File: config.mk
export PLATFORM = sky130hd
export DESIGN_NAME = slot_bus_ctrl
export DESIGN_NICKNAME = d
export VERILOG_FILES = /design/src/rtl/iigs_slot_pkg.sv /design/src/rtl/slot_wait_fsm.sv /design/src/rtl/slot_bus_ctrl.sv
export SDC_FILE = /design/constraint.sdc
export NUM_CORES = 1
export LEC_CHECK = 0
export BUFFER_PORTS_ARGS = -buffer_cell sky130_fd_sc_hd__clkbuf_2
export CAP_MARGIN = 10
export CORE_MARGIN = 3
export CORE_UTILIZATION = 35
export DETAILED_ROUTE_END_ITERATION = 10
export MAX_ROUTING_LAYER = met4
export PLACE_DENSITY_LB_ADDON = 0.1
export SYNTH_ARGS = -nofsm -noshare
export SYNTH_HDL_FRONTEND = slang
export SYNTH_HIERARCHICAL = 1
export SYNTH_SLANG_ARGS = --single-unit
File: constraint.sdc
create_clock -name clk_sys -period 3 [get_ports clk_sys]
set_input_delay 0.3 -clock clk_sys [delete_from_list [all_inputs] [get_ports clk_sys]]
set_output_delay 0.3 -clock clk_sys [all_outputs]
set_load 0.01 [all_outputs]
File: src/rtl/iigs_slot_pkg.sv
// Shared definitions for the Apple IIgs peripheral-slot bus controller:
// I/O bank numbers, slot address map anchors, slot index type and the
// wait-state FSM encoding.
package iigs_slot_pkg;

  // Banks in which the slot I/O map is visible
  localparam logic [7:0] IO_BANK_00 = 8'h00;
  localparam logic [7:0] IO_BANK_01 = 8'h01;
  localparam logic [7:0] IO_BANK_E0 = 8'hE0;
  localparam logic [7:0] IO_BANK_E1 = 8'hE1;

  // Slot 1 DEVSEL window starts at C090; slot n sits 16 bytes further on
  localparam logic [15:0] ADDR_DEVSEL_S1 = 16'hC090;
  // Cn00 page base with n = 0; slot n's IOSEL page is n pages above
  localparam logic [15:0] ADDR_IOSEL_S0  = 16'hC000;
  // Shared expansion ROM window and its release location
  localparam logic [15:0] ADDR_EXP_LO    = 16'hC800;
  localparam logic [15:0] ADDR_EXP_HI    = 16'hCFFE;
  localparam logic [15:0] ADDR_EXP_CLR   = 16'hCFFF;

  // Slot number 1..7, 0 means "no slot"
  typedef logic [2:0] slot_idx_t;

  typedef enum logic {
    WAIT_IDLE  = 1'b0,
    WAIT_STALL = 1'b1
  } wait_state_t;

  function automatic logic is_io_bank(input logic [7:0] bank);
    return (bank == IO_BANK_00) || (bank == IO_BANK_01) ||
           (bank == IO_BANK_E0) || (bank == IO_BANK_E1);
  endfunction

endpackage

File: src/rtl/slot_wait_fsm.sv
// Wait-state generator for slow slot cards. A slow access seen on a phi0
// strobe holds the CPU for WAIT_PHI0 further phi0 strobes.
module slot_wait_fsm #(
  parameter int WAIT_PHI0 = 2
) (
  input  logic i_clk,
  input  logic i_reset,
  input  logic i_phi0,
  input  logic i_slow_hit,
  output logic o_wait,
  output logic o_idle
);
  import iigs_slot_pkg::*;

  localparam logic [3:0] CNT_LOAD = 4'(WAIT_PHI0);

  wait_state_t r_state;
  wait_state_t w_state_nxt;
  logic [3:0]  r_cnt;
  logic [3:0]  w_cnt_nxt;

  // State and remaining-strobe counter registers
  always_ff @(posedge i_clk) begin
    if (i_reset) begin
      r_state <= WAIT_IDLE;
      r_cnt   <= '0;
    end else begin
      r_state <= w_state_nxt;
      r_cnt   <= w_cnt_nxt;
    end
  end

  // Next state: load on a slow access, count phi0 strobes down while stalled
  always_comb begin
    w_state_nxt = r_state;
    w_cnt_nxt   = r_cnt;
    case (r_state)
      WAIT_IDLE: begin
        if (i_phi0 && i_slow_hit) begin
          w_state_nxt = WAIT_STALL;
          w_cnt_nxt   = CNT_LOAD;
        end
      end
      WAIT_STALL: begin
        if (i_phi0) begin
          if (r_cnt == 4'd1) begin
            w_state_nxt = WAIT_IDLE;
            w_cnt_nxt   = '0;
          end else begin
            w_cnt_nxt = r_cnt - 4'd1;
          end
        end
      end
      default: begin
        w_state_nxt = WAIT_IDLE;
        w_cnt_nxt   = '0;
      end
    endcase
  end

  assign o_wait = (r_state == WAIT_STALL);
  assign o_idle = (r_state == WAIT_IDLE);

endmodule

File: src/rtl/slot_bus_ctrl.sv
// Apple IIgs peripheral-slot bus controller: per-slot DEVSEL/IOSEL decode,
// C800-CFFF expansion ROM ownership, registered slot read data and wait
// states for slow cards.
// Optional build macro SLOT_IRQ_EN adds synchronised slot interrupt
// aggregation; without it irq/irq_src are tied low.
module slot_bus_ctrl #(
  parameter int         NSLOTS    = 7,
  parameter logic [7:0] SLOW_MASK = 8'h00,
  parameter int         WAIT_PHI0 = 2
) (
  input  logic                  clk_sys,
  input  logic                  reset,
  input  logic                  phi0,
  input  logic [7:0]            bank,
  input  logic [15:0]           addr,
  input  logic                  we,
  input  logic [7:0]            sltromsel,
  input  logic                  cxrom,
  input  logic [8*NSLOTS-1:0]   slot_dout,
  output logic [NSLOTS-1:0]     device_select,
  output logic [NSLOTS-1:0]     io_select,
  output logic                  io_strobe,
  output logic [2:0]            exp_owner,
  output logic                  slot_claim,
  output logic [7:0]            slot_rdata,
  output logic                  cpu_wait,
  input  logic [NSLOTS-1:0]     irq_mask,
  input  logic [NSLOTS-1:0]     slot_irq,
  output logic                  irq,
  output logic [2:0]            irq_src
);
  import iigs_slot_pkg::*;

  localparam logic [7:0] SLOW_BITS = SLOW_MASK;

  logic      w_io_space;
  logic      w_exp_range;
  slot_idx_t w_iosel_slot;
  slot_idx_t r_exp_owner;
  logic [7:0] w_rd_byte;
  logic      w_rd_hit;
  logic      w_slow_hit;
  logic      w_fsm_idle;
  logic [7:0] r_rdata;

  assign w_io_space  = is_io_bank(bank);
  assign w_exp_range = (addr >= ADDR_EXP_LO) && (addr <= ADDR_EXP_HI);

  // Per-slot DEVSEL (C0n0-C0nF above C080) and IOSEL (Cn00-CnFF) decode
  always_comb begin
    device_select = '0;
    io_select     = '0;
    w_iosel_slot  = '0;
    for (int n = 1; n <= NSLOTS; n++) begin
      if (w_io_space && sltromsel[n] &&
          (addr[15:4] == ADDR_DEVSEL_S1[15:4] + 12'(n - 1)))
        device_select[n-1] = 1'b1;
      if (w_io_space && sltromsel[n] && !cxrom &&
          (addr[15:8] == ADDR_IOSEL_S0[15:8] + 8'(n))) begin
        io_select[n-1] = 1'b1;
        w_iosel_slot   = 3'(n);
      end
    end
  end

  // Expansion ROM window belongs to the owning slot only while it is external
  assign io_strobe = w_io_space && w_exp_range && (r_exp_owner != 3'd0) &&
                     sltromsel[r_exp_owner] && !cxrom;

  assign slot_claim = (|device_select) || (|io_select) || io_strobe;

  // Pick the byte and the slow flag of whichever slot the access targets
  always_comb begin
    w_rd_byte  = '0;
    w_rd_hit   = 1'b0;
    w_slow_hit = 1'b0;
    for (int n = 1; n <= NSLOTS; n++) begin
      if (device_select[n-1] || io_select[n-1]) begin
        w_rd_byte  = slot_dout[8*n-8 +: 8];
        w_rd_hit   = 1'b1;
        w_slow_hit = SLOW_BITS[n];
      end
    end
    if (io_strobe) begin
      for (int n = 1; n <= NSLOTS; n++) begin
        if (r_exp_owner == 3'(n)) begin
          w_rd_byte  = slot_dout[8*n-8 +: 8];
          w_rd_hit   = 1'b1;
          w_slow_hit = SLOW_BITS[n];
        end
      end
    end
  end

  slot_wait_fsm #(
    .WAIT_PHI0 (WAIT_PHI0)
  ) u_wait (
    .i_clk      (clk_sys),
    .i_reset    (reset),
    .i_phi0     (phi0),
    .i_slow_hit (w_slow_hit),
    .o_wait     (cpu_wait),
    .o_idle     (w_fsm_idle)
  );

  // C800 owner: claimed by a Cn00 access, released by CFFF; frozen during a stall
  always_ff @(posedge clk_sys) begin
    if (reset) begin
      r_exp_owner <= '0;
    end else if (phi0 && w_fsm_idle) begin
      if (|io_select)
        r_exp_owner <= w_iosel_slot;
      else if (w_io_space && (addr == ADDR_EXP_CLR))
        r_exp_owner <= '0;
    end
  end

  // Read data captured on the phi0 strobe of a claimed read, held otherwise
  always_ff @(posedge clk_sys) begin
    if (reset)
      r_rdata <= 8'h00;
    else if (phi0 && !we && w_rd_hit)
      r_rdata <= w_rd_byte;
  end

  assign exp_owner  = r_exp_owner;
  assign slot_rdata = r_rdata;

`ifdef SLOT_IRQ_EN
  logic [NSLOTS-1:0] r_irq_sync;
  logic [NSLOTS-1:0] w_irq_pend;
  logic [2:0]        w_irq_low;
  logic              r_irq;
  logic [2:0]        r_irq_src;

  assign w_irq_pend = r_irq_sync & irq_mask;

  // Lowest-numbered enabled pending slot wins
  always_comb begin
    w_irq_low = '0;
    for (int n = NSLOTS; n >= 1; n--) begin
      if (w_irq_pend[n-1])
        w_irq_low = 3'(n);
    end
  end

  // First flop retimes the asynchronous requests, output register is the second
  always_ff @(posedge clk_sys) begin
    if (reset) begin
      r_irq_sync <= '0;
      r_irq      <= 1'b0;
      r_irq_src  <= '0;
    end else begin
      r_irq_sync <= slot_irq;
      r_irq      <= |w_irq_pend;
      r_irq_src  <= w_irq_low;
    end
  end

  assign irq     = r_irq;
  assign irq_src = r_irq_src;
`else
  logic w_unused_irq;
  assign w_unused_irq = ^{irq_mask, slot_irq};
  assign irq          = 1'b0;
  assign irq_src      = 3'd0;
`endif

endmodule

### Yosys cells after proc, flatten, opt, wreduce, memory -nomap -nowiden

Index checks and enable logic that the tools add are counted.

* register bits: 16
* input port bits: 107
* output and inout bits: 32
* word-level logic and storage cells: 155

* $add $sub $neg: 1
* magnitude comparators: 3
* equal/unequal tests: 27
* multiplexer cells: 61
* bitwise logic cells: 1
* reductions and logical operators: 58

Operators by type and width (number)
* $mux W8: 15
* $eq A12 B12 Y1 const B: 7
* $eq A8 B8 Y1 const B: 9
* $logic_and A1 B1 Y1: 37
* $mux W1: 33
* $mux W3: 7
* $eq A16 B16 Y1 const B: 1
* $ge A16 B16 Y1 const B: 1
* $le A16 B16 Y1 const B: 1
* $reduce_or A7 Y1: 2
* $eq A3 B3 Y1 const B: 4
* $logic_or A1 B1 Y1: 12
* $mux W4: 3
* $eq A8 B1 Y1 const B: 1
* $logic_not A8 Y1: 1
* $eq A3 B2 Y1 const B: 2
* $eq A4 B1 Y1 const B: 1
* $lt A3 B4 Y1 const B: 1
* $reduce_and A2 Y1: 2
* $sub A4 B1 Y4 const B: 1
* $bmux W1 S3: 1
* $eq A3 B1 Y1 const B: 1
* $reduce_bool A3 Y1: 1
* $logic_not A1 Y1: 2
* 5 further kinds: 5

### Depth between registers and ports, before layout

* word-level depth: 25
* depth in mapped cells: 9

### Modules after synthesis

Netlist, hierarchy kept.

By module, submodules not included
* slot_bus_ctrl: instances 1, cells an instance 331, area each 2260.9 sq um
* slot_wait_fsm: instances 1, cells an instance 29, area each 259.0 sq um

### Worst setup path after synthesis

Ideal clock, no wire load.

* path kind: input to register
* start point: input port bank[1]
* end point: register r_rdata[5] (netlist: slot_rdata[5])
* setup time: 0.088 ns
* data arrival time: 2.421 ns
* data required time: 2.912 ns
* path slack: 0.491 ns
* stages on the path: 8
* path through: or4_4 buf_6 a211o_1 buf_6 or3_4 o221a_4 a2111o_1 o32ai_2

* cells in the longest elaborated chain, start to end: 25
* elaborated cells on any way between the ends: 91
* classes of those cells: eq/ne (3); mux (44); reduce/logical (44)

RTL lines
* from (decl): RTL line slot_bus_ctrl.sv:14 `input logic [7:0] bank,`
* $eq A8 B1 Y1 or $logic_not A8 Y1 (tied branches): RTL line iigs_slot_pkg.sv:30 `return (bank == IO_BANK_00) || (bank == IO_BANK_01) ||`
* $logic_or A1 B1 Y1 (2 in a row): RTL line iigs_slot_pkg.sv:30
* $logic_or A1 B1 Y1 (*): RTL line iigs_slot_pkg.sv:31 `(bank == IO_BANK_E0) || (bank == IO_BANK_E1);`
* $logic_and A1 B1 Y1: RTL line slot_bus_ctrl.sv:55, slot_bus_ctrl.sv:58
* $logic_and A1 B1 Y1 (2 in a row): RTL line slot_bus_ctrl.sv:58 `if (w_io_space && sltromsel[n] && !cxrom &&`
* $mux W1: RTL line slot_bus_ctrl.sv:58
* $logic_or A1 B1 Y1: RTL line slot_bus_ctrl.sv:78 `if (device_select[n-1] || io_select[n-1]) begin`
* $mux W1 (7 in a row): RTL line slot_bus_ctrl.sv:78
* $mux W1 (7 in a row): RTL line slot_bus_ctrl.sv:86 `if (r_exp_owner == 3'(n)) begin`
* $mux W1: RTL line slot_bus_ctrl.sv:84 `if (io_strobe) begin`
* $logic_and A1 B1 Y1: RTL line slot_bus_ctrl.sv:122 `else if (phi0 && !we && w_rd_hit)`
* to (signal assigned): RTL line slot_bus_ctrl.sv:123 `r_rdata <= w_rd_byte;`
* to (decl): RTL line slot_bus_ctrl.sv:44 `logic [7:0] r_rdata;`

Every way passes the cells marked *; elsewhere a longest branch is shown, timed or not.
A chain may end at the register's enable or synchronous reset.

### Final worst setup path

* start point: register r_exp_owner[1] (netlist: exp_owner[1])
* end point: output port io_strobe

* cells in the longest elaborated chain, start to end: 4
* elaborated cells on any way between the ends: 6
* classes of those cells: mux (2); reduce/logical (4)

RTL lines
* from (decl): RTL line slot_bus_ctrl.sv:39 `slot_idx_t r_exp_owner;`
* from (signal assigned): RTL line slot_bus_ctrl.sv:112 `r_exp_owner <= w_iosel_slot;`
* $bmux W1 S3 or $reduce_bool A3 Y1 (tied branches): RTL line slot_bus_ctrl.sv:68, slot_bus_ctrl.sv:67
* $mux W1 (implied by the code) or $logic_and A1 B1 Y1 (tied branches): RTL line slot_bus_ctrl.sv:68, slot_bus_ctrl.sv:67
* $logic_and A1 B1 Y1 (*): RTL line slot_bus_ctrl.sv:67 `assign io_strobe = w_io_space && w_exp_range && (r_exp_owner != 3'd0) &&`
* $logic_and A1 B1 Y1 (*): RTL line slot_bus_ctrl.sv:68 `sltromsel[r_exp_owner] && !cxrom;`
* to (decl): RTL line slot_bus_ctrl.sv:22 `output logic io_strobe,`

Every way passes the cells marked *; elsewhere a longest branch is shown, timed or not. The select of a mux whose other input is x is not followed.

==> impl_results.md <==
* Commonest non-fill, non-tap cells in the layout: clkbuf_2 (119), inv_1 (37), nand2_1 (29)
* Inserted Diodes at 0
* RSZ-0062 raised after global routing: false
* Routed WL per cell at 16.8 um
* Endpoint type of the worst setup path: output pin
* Max VDD drop at roughly 0.11 mV
* DRC viols at 0
* Filler cells at 761
* Fin crit share at between 90% and 100%
* Resize count post-CTS at 0
* CTS tree: built
* Post-synth top area cell: dfxtp_1
* Startpoint Class: flop
* Status: complete, no violations
* Crit. Startpoint: exp_owner[1]
* H-tree depth at 1
* Max Buffers Root-to-Sink at 2
* Final core utilization at 48.1%
* DR iter-0 viols at 215
* Req. time, crit path at between 2000 and 3000 ps
* WS Path Type: flop to output pin
* Largest stage delay, worst path at 690 ps
* Critical path cell sequence: buf_4 > nor3_1 > a31o_2 > or3_4 > nor2_1 > clkbuf_2
* Die Span X at just over 90 um
* Vias at 3336
* Grt total ovfl at 0
* Total Nets Final at between 500 and 600
* Largest cells by area after synthesis: dfxtp_1 (13%), inv_1 (5.5%), mux4_2 (4.5%)
* Worst-Skew Late Latency at 250 ps
* Commonest non-fill, non-tap cell in the layout: clkbuf_2
* IO buf count at 119
* Layout area overhead at 31.2%
* Least-Margin Pin Slew at slightly above 700 ps
* Fin. Hold Viols at 0
* Seq/Total Area, Yosys at 12.7%
* Synthesized flop and latch total at 16
* Arr. time, crit path at around 2500 ps
* Top Ports at approximately 140
* Setup Fix Bufs, Post-CTS at 0
* CTS buffer count at 3
* Hold buffer count at CTS at 0
* CORE AREA at between 6000 and 7000 um^2
* RD Place Congestion at 0.934
* Post-layout min period at ~2800 ps
* Setup WS post-layout at 179 ps
* CTS clk-pin slew, worst paths at around 60 ps
* PwrDens at about 180 nW/um^2
* First-pass GRT wire length at ~15000 um
* Global Route Usage Sum at a little under a quarter
* Top cell type's share of synthesized area at 12.7%
* DP HPWL at approximately 8000 um
* # setup viols final at 0
* Pre-Repair DR Iteration Count at 5
* Die Ht at roughly 90 um
* Largest net degree at the start of global routing at 16
* CTS sink count at 16
* Avg Cell Area, Syn at about 7.0 um^2
* Mapped Area at around 2500 um^2
* CP max FO at 14
* Fin cells at roughly 580
* Post-synth EDFFs at 0
* Clk_skew at approximately 1.1 ps
* Main synth FF type: dfxtp_1
* Netlist cell types at 67
* Final ANT Viol Nets at 0
* Vias per cell at between 5 and 6
* Vias in the first global route at between 3k and 4k
* Root buf cell: clkbuf_8
* FMAX at 354 MHz
* Die area at 8250 um^2
* Pre-CTS WS at approximately 220 ps
* Synth Instances at 360
* Initial antenna violation count at 0
* Post-synthesis async set-or-reset flop share at 0%
* Worst Hold Class: primary input to flop
* Setup_tns at 0 ps
* Initial Util at a little under two fifths
* Hold Startpoint: slot_dout[49]
* Max Cap Viol at 0
* R2R Path Start: exp_owner[1]
* Max-Slew Margin vs Limit at 52.1%
* DRT Wirelength at 9690 um
* P_leak at 0.00144 uW
* Final Max Tran Viols at 0
* Row count at 30
* DP Cell Count at 571
* Cell with the largest stage delay on the worst path: dfxtp_1
* Fraction of layout cells with a size suffix above 1 at between 30% and 40%
* Synth Warn # at 6
==> synthesized netlist by cell type (3+ instances only) <==
master / number
a31o_2: 4
nand2_1: 29
clkbuf_1: 18
nor2b_1: 4
a21oi_1: 18
nand2b_1: 3
nor3_1: 14
o31ai_1: 11
o32a_1: 4
nor4b_1: 4
a32o_1: 3
a211oi_1: 10
a31oi_1: 10
or2_2: 5
a311oi_1: 3
a221o_1: 3
and3_1: 3
mux2i_1: 9
inv_1: 37
dfxtp_1: 16
nand3b_1: 4
o211ai_1: 6
or4_1: 4
or3_1: 6
nor4_1: 5
nand4_1: 8
buf_4: 4
nor4bb_1: 3
o21ai_0: 20
o22ai_1: 12
nand3_1: 10
a221oi_1: 4
a211o_1: 3
and2_1: 3
mux4_2: 5
nor2_1: 19
==> critical path, delay by kind of cell (launching register included) <==
| kind | cells | cell delay (ps) |
|---|---|---|
| AO/OA/AOI/OAI | 1 | 270 |
| AND/OR/NAND/NOR | 3 | 760 |
| buffers and inverters | 2 | 530 |
| flip-flops | 1 | 690 |
==> per-stage QoR <==
| stage | instance area, um^2 | hold slack (ps) | total power [uW] |
|---|---|---|---|
| final | 3310 | 365 | 593 |
| after global routing | 3310 | 403 | 627 |
| after CTS | 3310 | 365 | 593 |
| after detailed placement | 3250 | 501 | 399 |
| after global placement | 3250 | 483 | 397 |
| after floorplan | 2540 | 362 | 307 |
==> state kept, by name (all words and copies together) (netlist names) <==
name,count
exp_owner,3
slot_rdata,8
u_wait/o_wait,1
u_wait/r_cnt,4
==> area by class of cell <==
type / count / area, um^2 / area share, %
clock buffer: 4 / 55.1 / 1.67
inverter: 38 / 143 / 4.31
multi-input combinational: 286 / 1950 / 59.0
sequential: 16 / 320 / 9.69
tap: 96 / 120 / 3.63
timing repair buffer: 135 / 716 / 21.7
==> where the power goes <==
part           switching, uW  internal, uW  total, uW  leakage [uW]
logic                   95.2          80.9        176       0.00128
clock network           78.6           117        195     0.0000288
registers               4.85           216        221      0.000130
==> kinds of logic after synthesis <==
family                     Yosys count  share of synthesized area, %
buffers and inverters               63                          10.6
other                                1                         0.149
DFF                                 16                          12.7
and+or+nand+nor                    138                          31.3
AOI/OAI and AO/OA                  126                          36.2
adders and majority gates            2                         0.993
muxes                               14                          8.04
==> worst paths after layout <==
| path | slack [ps] | end | cells after the start |
|---|---|---|---|
| max | 180 | io_strobe | 6 |
| min | 360 | slot_rdata[1] | 3 |
| max reg2reg | 390 | slot_rdata[1] | 7 |
| min reg2reg | 510 | u_wait/r_cnt[0] | 2 |
==> layer usage <==
metal,wire length (um),GRT usage (%),part of all wire (%),up-vias
met4,141,6.03,1.5,0
met2,4450,35.8,46,163
met1,4300,31.6,44,1522
li1,-,-,-,1636
met5,0,-,0,-
met3,790,2.83,8.2,15
No activity file was read; power rests on OpenSTA's default activity.
